$ cat src/rtl/inst_prefetch_queue.sv
// inst_prefetch_queue
//   Instruction fetch front end for the single-cycle datapath. Issues sequential
//   fetch requests to a request/response instruction memory, buffers returned
//   words together with their PC in a small FIFO, and hands them to decode with
//   a valid/ready handshake. A redirect flushes the FIFO, restarts fetch at the
//   new target and throws away responses that were already in flight.
//
// Handshakes: a transfer happens on a rising edge where valid and ready are both
//   high. imem_req_valid depends only on registered state, never on ready or
//   redirect. imem_rsp_valid has no ready; responses come back in request order.
//   inst_valid/inst/inst_pc are registered-state driven; a pop happens on
//   inst_valid & inst_ready.
//
// Ports
//   clk             clock, rising edge
//   rst             asynchronous active-low reset
//   redirect        flush and restart fetch at redirect_pc
//   redirect_pc     new fetch address, bits [1:0] ignored
//   imem_req_valid  fetch request valid
//   imem_req_addr   fetch address (current fetch PC)
//   imem_req_ready  memory accepts the request
//   imem_rsp_valid  response word valid
//   imem_rsp_data   returned instruction word
//   inst_valid      head-of-queue entry valid
//   inst            head instruction (0 when empty)
//   inst_pc         PC of head instruction (0 when empty)
//   inst_ready      consumer takes the head entry
//   dbg_state       FSM state (0 BOOT, 1 RUN, 2 FLUSH)
//   dbg_fifo_count  entries held in the FIFO
//   dbg_outstanding requests issued but not yet answered

module inst_prefetch_queue #(
    parameter int          DEPTH    = 4,
    parameter logic [31:0] RESET_PC = 32'h0,
    localparam int         CW       = $clog2(DEPTH + 1)
) (
    input  logic          clk,
    input  logic          rst,
    input  logic          redirect,
    input  logic [31:0]   redirect_pc,
    output logic          imem_req_valid,
    output logic [31:0]   imem_req_addr,
    input  logic          imem_req_ready,
    input  logic          imem_rsp_valid,
    input  logic [31:0]   imem_rsp_data,
    output logic          inst_valid,
    output logic [31:0]   inst,
    output logic [31:0]   inst_pc,
    input  logic          inst_ready,
    output logic [1:0]    dbg_state,
    output logic [CW-1:0] dbg_fifo_count,
    output logic [CW-1:0] dbg_outstanding
);

    localparam int PW = (DEPTH > 1) ? $clog2(DEPTH) : 1;

    typedef enum logic [1:0] {
        BOOT  = 2'd0,
        RUN   = 2'd1,
        FLUSH = 2'd2
    } state_t;

    state_t        state, state_next;
    logic [CW-1:0] fifo_count, outstanding, drop_cnt, outstanding_next;
    logic [31:0]   fetch_pc, rsp_pc, target_pc;
    logic [PW-1:0] rd_ptr, wr_ptr;
    logic [31:0]   mem_data [DEPTH];
    logic [31:0]   mem_pc   [DEPTH];
    logic [CW:0]   occupancy;
    logic          req_fire, rsp_accept, push, pop;
    logic          redirect_pc_unused;

    function automatic logic [PW-1:0] ptr_inc(input logic [PW-1:0] p);
        return (p == PW'(DEPTH - 1)) ? '0 : p + 1'b1;
    endfunction

    assign redirect_pc_unused = ^redirect_pc[1:0];
    assign target_pc          = {redirect_pc[31:2], 2'b00};

    // Requests are capped so that every in-flight word already has a FIFO slot.
    assign occupancy      = {1'b0, fifo_count} + {1'b0, outstanding};
    assign imem_req_valid = (state == RUN) && (occupancy < (CW + 1)'(DEPTH));
    assign imem_req_addr  = fetch_pc;
    assign req_fire       = imem_req_valid && imem_req_ready;

    // A response with nothing outstanding is a protocol error and is ignored.
    assign rsp_accept = imem_rsp_valid && (outstanding != '0);
    // Only RUN with no stale words pending keeps a response; redirect drops it.
    assign push = rsp_accept && (state == RUN) && (drop_cnt == '0) && !redirect;
    assign pop  = inst_valid && inst_ready && !redirect;

    assign outstanding_next = outstanding + CW'(req_fire) - CW'(rsp_accept);

    assign inst_valid = (fifo_count != '0);
    assign inst       = inst_valid ? mem_data[rd_ptr] : 32'h0;
    assign inst_pc    = inst_valid ? mem_pc[rd_ptr]   : 32'h0;

    assign dbg_state       = state;
    assign dbg_fifo_count  = fifo_count;
    assign dbg_outstanding = outstanding;

    always_comb begin
        state_next = state;
        case (state)
            BOOT:    state_next = RUN;
            RUN:     state_next = RUN;
            FLUSH: begin
                // Leave on the same cycle the last stale word arrives.
                if (drop_cnt == '0 || (rsp_accept && drop_cnt == CW'(1)))
                    state_next = RUN;
            end
            default: state_next = BOOT;
        endcase
        if (redirect)
            state_next = (outstanding_next != '0) ? FLUSH : RUN;
    end

    always_ff @(posedge clk or negedge rst) begin
        if (!rst) begin
            state       <= BOOT;
            fetch_pc    <= RESET_PC;
            rsp_pc      <= RESET_PC;
            fifo_count  <= '0;
            outstanding <= '0;
            drop_cnt    <= '0;
            rd_ptr      <= '0;
            wr_ptr      <= '0;
        end else begin
            state       <= state_next;
            outstanding <= outstanding_next;
            if (redirect) begin
                fetch_pc   <= target_pc;
                rsp_pc     <= target_pc;
                // Everything still in flight after this cycle is stale.
                drop_cnt   <= outstanding_next;
                fifo_count <= '0;
                rd_ptr     <= '0;
                wr_ptr     <= '0;
            end else begin
                if (req_fire)
                    fetch_pc <= fetch_pc + 32'd4;
                if (push) begin
                    rsp_pc <= rsp_pc + 32'd4;
                    wr_ptr <= ptr_inc(wr_ptr);
                end
                if (pop)
                    rd_ptr <= ptr_inc(rd_ptr);
                fifo_count <= fifo_count + CW'(push) - CW'(pop);
                if (state == FLUSH && rsp_accept && drop_cnt != '0)
                    drop_cnt <= drop_cnt - 1'b1;
            end
        end
    end

    // Storage needs no reset: entries are only read while fifo_count covers them.
    always_ff @(posedge clk) begin
        if (push) begin
            mem_data[wr_ptr] <= imem_rsp_data;
            mem_pc[wr_ptr]   <= rsp_pc;
        end
    end

endmodule
$ cat config.mk
export PLATFORM = sky130hd
export DESIGN_NAME = inst_prefetch_queue
export DESIGN_NICKNAME = d
export VERILOG_FILES = /design/src/rtl/inst_prefetch_queue.sv
export SDC_FILE = /design/constraint.sdc
export NUM_CORES = 1
export LEC_CHECK = 0
export BUFFER_PORTS_ARGS = -buffer_cell sky130_fd_sc_hd__buf_2
export CELL_PAD_IN_SITES_DETAIL_PLACEMENT = 2
export CELL_PAD_IN_SITES_GLOBAL_PLACEMENT = 2
export CORE_UTILIZATION = 37
export DETAILED_ROUTE_END_ITERATION = 12
export PLACE_DENSITY = 0.85
export SETUP_SLACK_MARGIN = 0.1
export SYNTH_ARGS = -nofsm -noshare
export SYNTH_HDL_FRONTEND = slang
export SYNTH_SLANG_ARGS = --single-unit
$ cat constraint.sdc
create_clock -name clk -period 3.27 [get_ports clk]
set_input_delay 0.654 -clock clk [delete_from_list [all_inputs] [get_ports clk]]
set_output_delay 0.654 -clock clk [all_outputs]
set_load 0.05 [all_outputs]
# [Yosys cells after proc, flatten, opt, wreduce, memory -nomap -nowiden]
# Memories as Yosys holds them, arrays and structs flattened.
# Cells that the tools add are included.
# W data, S select, Z words.
[classes] n_addsub=10 magnitude_cmp=1 eq_ne=6 mux=21 reduce_logical=24
[op_table] cell="$mux W32" count=6
[op_table] cell="$add A32 B3 Y32 const B" count=2
[op_table] cell="$mux W2" count=9
[op_table] cell="$reduce_bool A3 Y1" count=4
[op_table] cell="$logic_and A1 B1 Y1" count=11
[op_table] cell="$mux W3" count=3
[op_table] cell="$reduce_bool A2 Y1" count=4
[op_table] cell="$add A3 B1 Y3" count=2
[op_table] cell="$eq A2 B2 Y1 const B" count=3
[op_table] cell="$sub A3 B1 Y3" count=2
[op_table] cell="$add A2 B1 Y2 const B" count=2
[op_table] cell="$add A3 B3 Y4" count=1
[op_table] cell="$lt A4 B3 Y1 const B" count=1
[op_table] cell="$pmux W2 S2" count=1
[op_table] cell="$eq A3 B1 Y1 const B" count=1
[op_table] cell="$logic_not A3 Y1" count=1
[op_table] cell="$ne A3 B3 Y1 const B" count=1
[op_table] cell="$sub A3 B1 Y3 const B" count=1
[op_table] cell="$eq A2 B1 Y1 const B" count=1
[op_table] cell="$logic_not A2 Y1" count=1
[op_table] cell="$mux W1" count=2
[op_table] cell="$reduce_or A2 Y1" count=1
[op_table] cell="$logic_not A1 Y1" count=1
[op_table] cell="$logic_or A1 B1 Y1" count=1
[totals] regBits=79 ram_bits=256 in_bits=70 output_inout_bits=106 elab_cells=72 n_memories=2
[mem_list] memory="mem_data" words=4 width=32 rd=1 rd_clocked_by_memory_dff=0 wr=1 line="67" text="logic [31:0] mem_data [DEPTH];"
[mem_list] memory="mem_pc" words=4 width=32 rd=1 rd_clocked_by_memory_dff=0 wr=1 line="68" text="logic [31:0] mem_pc [DEPTH];"

# [Logic depth before layout (Yosys ltp)]
[depth] word_depth=9 depth_mapped=14 mapped_depth_nobuf=13

# [Least setup slack after synthesis]
# Ideal clock, no wire load.
[synth_timing] path_type="reg-to-reg" from="register outstanding[2], in the netlist dbg_outstanding[2]" to="register state[1], in the netlist dbg_state[1]" setup_time_ps=120 arrival_time_ps=3600 t_required_ps=3150 slack_ps=-450 path_stages_with_launch=13 n_path_buf=1 synth_period_minus_slack_ps=3720 path_cell_list="dfrtp_1 -> ha_1 -> or3_4 -> or4_4 -> clkbuf_8 -> ha_1 -> inv_1 -> ha_1 -> inv_1 -> fa_1 -> inv_1 -> or4_1 -> o211a_1"
[synth_via] elab_chain_cells=9 word_cells_on_any_way=14 cone_classes="add/sub (3); order compare (1); eq/ne (1); mux (2); reduce/logical (7)"
[synth_rtl] element="start, declared" line="64" text="logic [CW-1:0] fifo_count, outstanding, drop_cnt, outstanding_next;"
[synth_rtl] element="start signal, assigned" line="130" text="outstanding <= outstanding_next;"
[synth_rtl] element="$add A3 B3 Y4" line="81" text="assign occupancy = {1'b0, fifo_count} + {1'b0, outstanding};"
[synth_rtl] element="$lt A4 B3 Y1" line="82" text="assign imem_req_valid = (state == RUN) && (occupancy < (CW + 1)'(DEPTH));"
[synth_rtl] element="$logic_and A1 B1 Y1" line="82"
[synth_rtl] element="$logic_and A1 B1 Y1" line="84" text="assign req_fire = imem_req_valid && imem_req_ready;"
[synth_rtl] element="$add A3 B1 Y3" line="92" text="assign outstanding_next = outstanding + CW'(req_fire) - CW'(rsp_accept);"
[synth_rtl] element="$sub A3 B1 Y3 *" line="92"
[synth_rtl] element="via outstanding_next[1]" line="64"
[synth_rtl] element="$reduce_bool A3 Y1 *" line="115" text="state_next = (outstanding_next != '0) ? FLUSH : RUN;"
[synth_rtl] element="$mux W2 *" line="115"
[synth_rtl] element="$mux W2 *" line="114" text="if (redirect)"
[synth_rtl] element="end signal, assigned" line="129" text="state <= state_next;"
[synth_rtl] element="end, declared" line="63" text="state_t state, state_next;"
# Mark *: on every way through the listed nets, which the timed path passes. The rest lies on a longest branch.
# A chain may end at the register's enable or synchronous reset.

# [Final worst setup path]
# Ends and elaborated chain as after synthesis.

==> out/qor.yml <==
run_status:
  status: "complete, no violations"
global_route:
  grt_usage_pct: 21.29
  antenna_found_initial: 1
  gr-total-overflow: 0
  grt_pass1_vias: 10405
  grt_first_pass_wirelength_mm: 63.14
  grt_max_degree: 65
setup_path:
  end_kind: "flop"
  reg2reg_depth: 11
  crit_chain: "ha_4, or3_4, or4_4, ha_4, inv_2, ha_4, inv_2, fa_1, inv_2, or4_4, o211a_1"
  critical-path-max-stage-delay_ns: 0.52
  r2r_end: "dbg_state[1]$_DFFE_PN0P_"
  r2r-start: "dbg_outstanding[2]$_DFF_PN0_"
  arrival_ns: 3.62
  crit_fanout: 2
  cp_top_family: "simple AND/OR/NAND/NOR gates"
  cpMaxStageDelayCell: "or4_4"
  crit_type: "reg2reg"
  cp.required_ns: 3.68
  worstSetupStartpointType: "flop"
  crit_buf_inv: 3
  r2r_slack_ns: 0.05
cts:
  clkSinkCount: 323
  clkLatencyLatePin_ns: 0.51
  cts_buffers: 39
  path_clk_slew_ns: 0.06
  cts_tree: "done"
  clockBufferDepth: 3
  ctsHtreeMaxLevel: 2
  cts-root-buf: "clkbuf_16"
  hold_buffers: 0
finish:
  layout.core_utilization_pct: 45.64
  n_antenna_cell: 0
  area_growth_pct: 21.05
  nNetsFinal: 1243
  seqCellArea_sq_um: 9334
  fillers: 3741
  multiInputGateArea_sq_um: 4637
  fin_cells: 1695
  drive_gt1_share_pct: 30.74
placed_design:
  hpwl_mm: 27.57
  pre_cts_slack_ns: -0.04866
  gp_congestion: 0.7953
  place_inst: 1620
  port_buffers: 169
floorplanning:
  row_count: 71
  start_util_pct: 37.70
  die_height_um: 198.4
  die_width_um: 198.4
  core_sq_um: 37840
  die-area_sq_um: 39350
  io_pins: 176
sta:
  rsz0062_at_grt: "true"
  hold_slack_ns: 0.2196
  fin_worst_skew_ns: 0.02111
  hold_violations: 0
  period_needed_ns: 3.216
  post-route-period-util_pct: 98.35
  slew_viol_final: 0
  setup_violations: 0
  setup_tns_ns: 0
  setup_ws_ns: 0.05394
  fmax_ghz: 0.3109
  relSlewSlack_pct: 44.02
  max_slew.worst_pin.slew_ns: 0.8397
synth:
  ys_ff_latch: 323
  synthTopCellsByArea: "edfxtp_1 52%, dfrtp_1 13%, mux4_2 9.8%"
  synth_top_flop_cell: "edfxtp_1"
  yosysTopAreaCellShare_pct: 52.19
  yosys.cell_count.top_type: "edfxtp_1"
  syn_inst: 958
  synth_area_sq_um: 14270
  seq_area_frac_synth_pct: 65.35
  yosys.area.top_type: "edfxtp_1"
  ys_warn_count: 0
  async_flop_share_pct: 23.22
  synth_cell_types: 60
  synth_edf_count: 248
  syn_area_per_cell_sq_um: 14.89
  netlist_top_cells_count: "248 x edfxtp_1, 75 x dfrtp_1, 72 x and2_1"
power:
  power.leakage_nw: 6.202
  powerDensity_nw_per_um2: 744.5
  ir_drop_uv: 315.8
hold_path:
  holdCritPathClass: "in2async"
routing:
  drt-initial-drc-count: 357
  wire_per_inst_um: 24.34
  final_antenna_net_count: 0
  via_per_inst: 5.568
  drc: 0
  vias: 9438
  wl_mm: 41.25
  dr.pass1.iters: 4
flow_run:
  drv_cap: 0
==> timing repair <==
item / in CTS / in global routing
setup buffers: 3 / 2
resized for setup: 5 / 5
setup endpoints to repair: 22 / 2
==> worst max path at each step <==
stage	start	end	slack, ns	cells after the start
5_1_grt	dbg_outstanding[2]$_DFF_PN0_	dbg_state[1]$_DFFE_PN0P_	0.01	11
4_1_cts	dbg_fifo_count[1]$_DFF_PN0_	dbg_state[1]$_DFFE_PN0P_	0.05	11
3_5_place_dp	dbg_outstanding[2]$_DFF_PN0_	dbg_state[1]$_DFFE_PN0P_	-0.05	11
3_3_place_gp	dbg_outstanding[2]$_DFF_PN0_	dbg_state[1]$_DFFE_PN0P_	0.007	11
6_report	dbg_outstanding[2]$_DFF_PN0_	dbg_state[1]$_DFFE_PN0P_	0.05	11
2_1_floorplan	dbg_outstanding[2]$_DFF_PN0_	dbg_state[1]$_DFFE_PN0P_	-0.27	12
==> cells in the final DEF, fill, tap and decap left out, types with 10 or more instances in the layout <==
master     synthesis  routed
or3_1             11      10
nor4_1            25      25
buf_4              4      36
mux4_2            62      62
a211oi_1          22      22
and3_1            18      18
o31ai_1           13      13
edfxtp_1         248     248
clkbuf_1          37      10
a21oi_1           19      19
nor3_1            20      20
inv_1             25      22
buf_2             10     168
nor2_1            44      44
and2_1            72      68
o21ai_0           19      19
and4_1            14      14
or4_1             15      14
dfrtp_1           75      69
a31oi_1           16      16
ha_1              16      12
nand3_1           23      23
nand2_1           32      32
nand4_1           28      28
clkbuf_16          0      41
==> registers in the layout, summed over array words and instances (netlist names) <==
register	flops
mem_data	128
mem_pc	120
imem_req_addr	30
rsp_pc	30
dbg_fifo_count	3
dbg_outstanding	3
drop_cnt	3
dbg_state	2
rd_ptr	2
wr_ptr	2
==> cells by family (layout without fill, tap and decap cells) <==
family | after synthesis | count (layout) | share of synthesized area, %
compound gates | 115 | 115 | 5.481
xor+xnor | 15 | 15 | 0.9208
mux | 69 | 69 | 10.31
fa+ha+maj | 18 | 18 | 1.684
simple gates | 331 | 331 | 13.60
flops | 323 | 323 | 65.35
other cells | 1 | 4 | 0.02628
buf+inv | 86 | 309 | 2.631
==> through the flow <==
stage | power, mW | area (sq um)
final | 12.86 | 17270
after global routing | 13.39 | 17270
after CTS | 12.97 | 17240
after detailed placement | 8.578 | 15900
after global placement | 8.431 | 15900
after floorplan | 7.455 | 14290
==> power breakdown <==
group / internal, mW / switching (mW) / total (mW)
sequential: 4.61 / 0.280 / 4.89
clock: 2.61 / 1.64 / 4.25
combinational: 1.20 / 2.51 / 3.72
==> area by class of cell <==
cell class                 count  area share (%)
clock inverter                19           1.173
tap                          511           3.702
clock buffer                  51           6.157
inverter                      26          0.5650
multi-input combinational    552           26.85
sequential                   323           54.04
timing repair buffer         213           7.519
==> metal layers <==
| metal | vias to the layer above | part of all wire (%) | global-route usage [%] | wire, um |
|---|---|---|---|---|
| met4 | 2 | 2.8 | 6.833 | 1153 |
| met3 | 70 | 4.7 | 3.069 | 1947 |
| met5 | - | 0.032 | 0 | 13 |
| met1 | 4941 | 42 | 26.99 | 17160 |
| met2 | 244 | 51 | 37.41 | 20980 |
| li1 | 4181 | - | - | - |
Note: power is estimated with default switching activity, not from simulation.
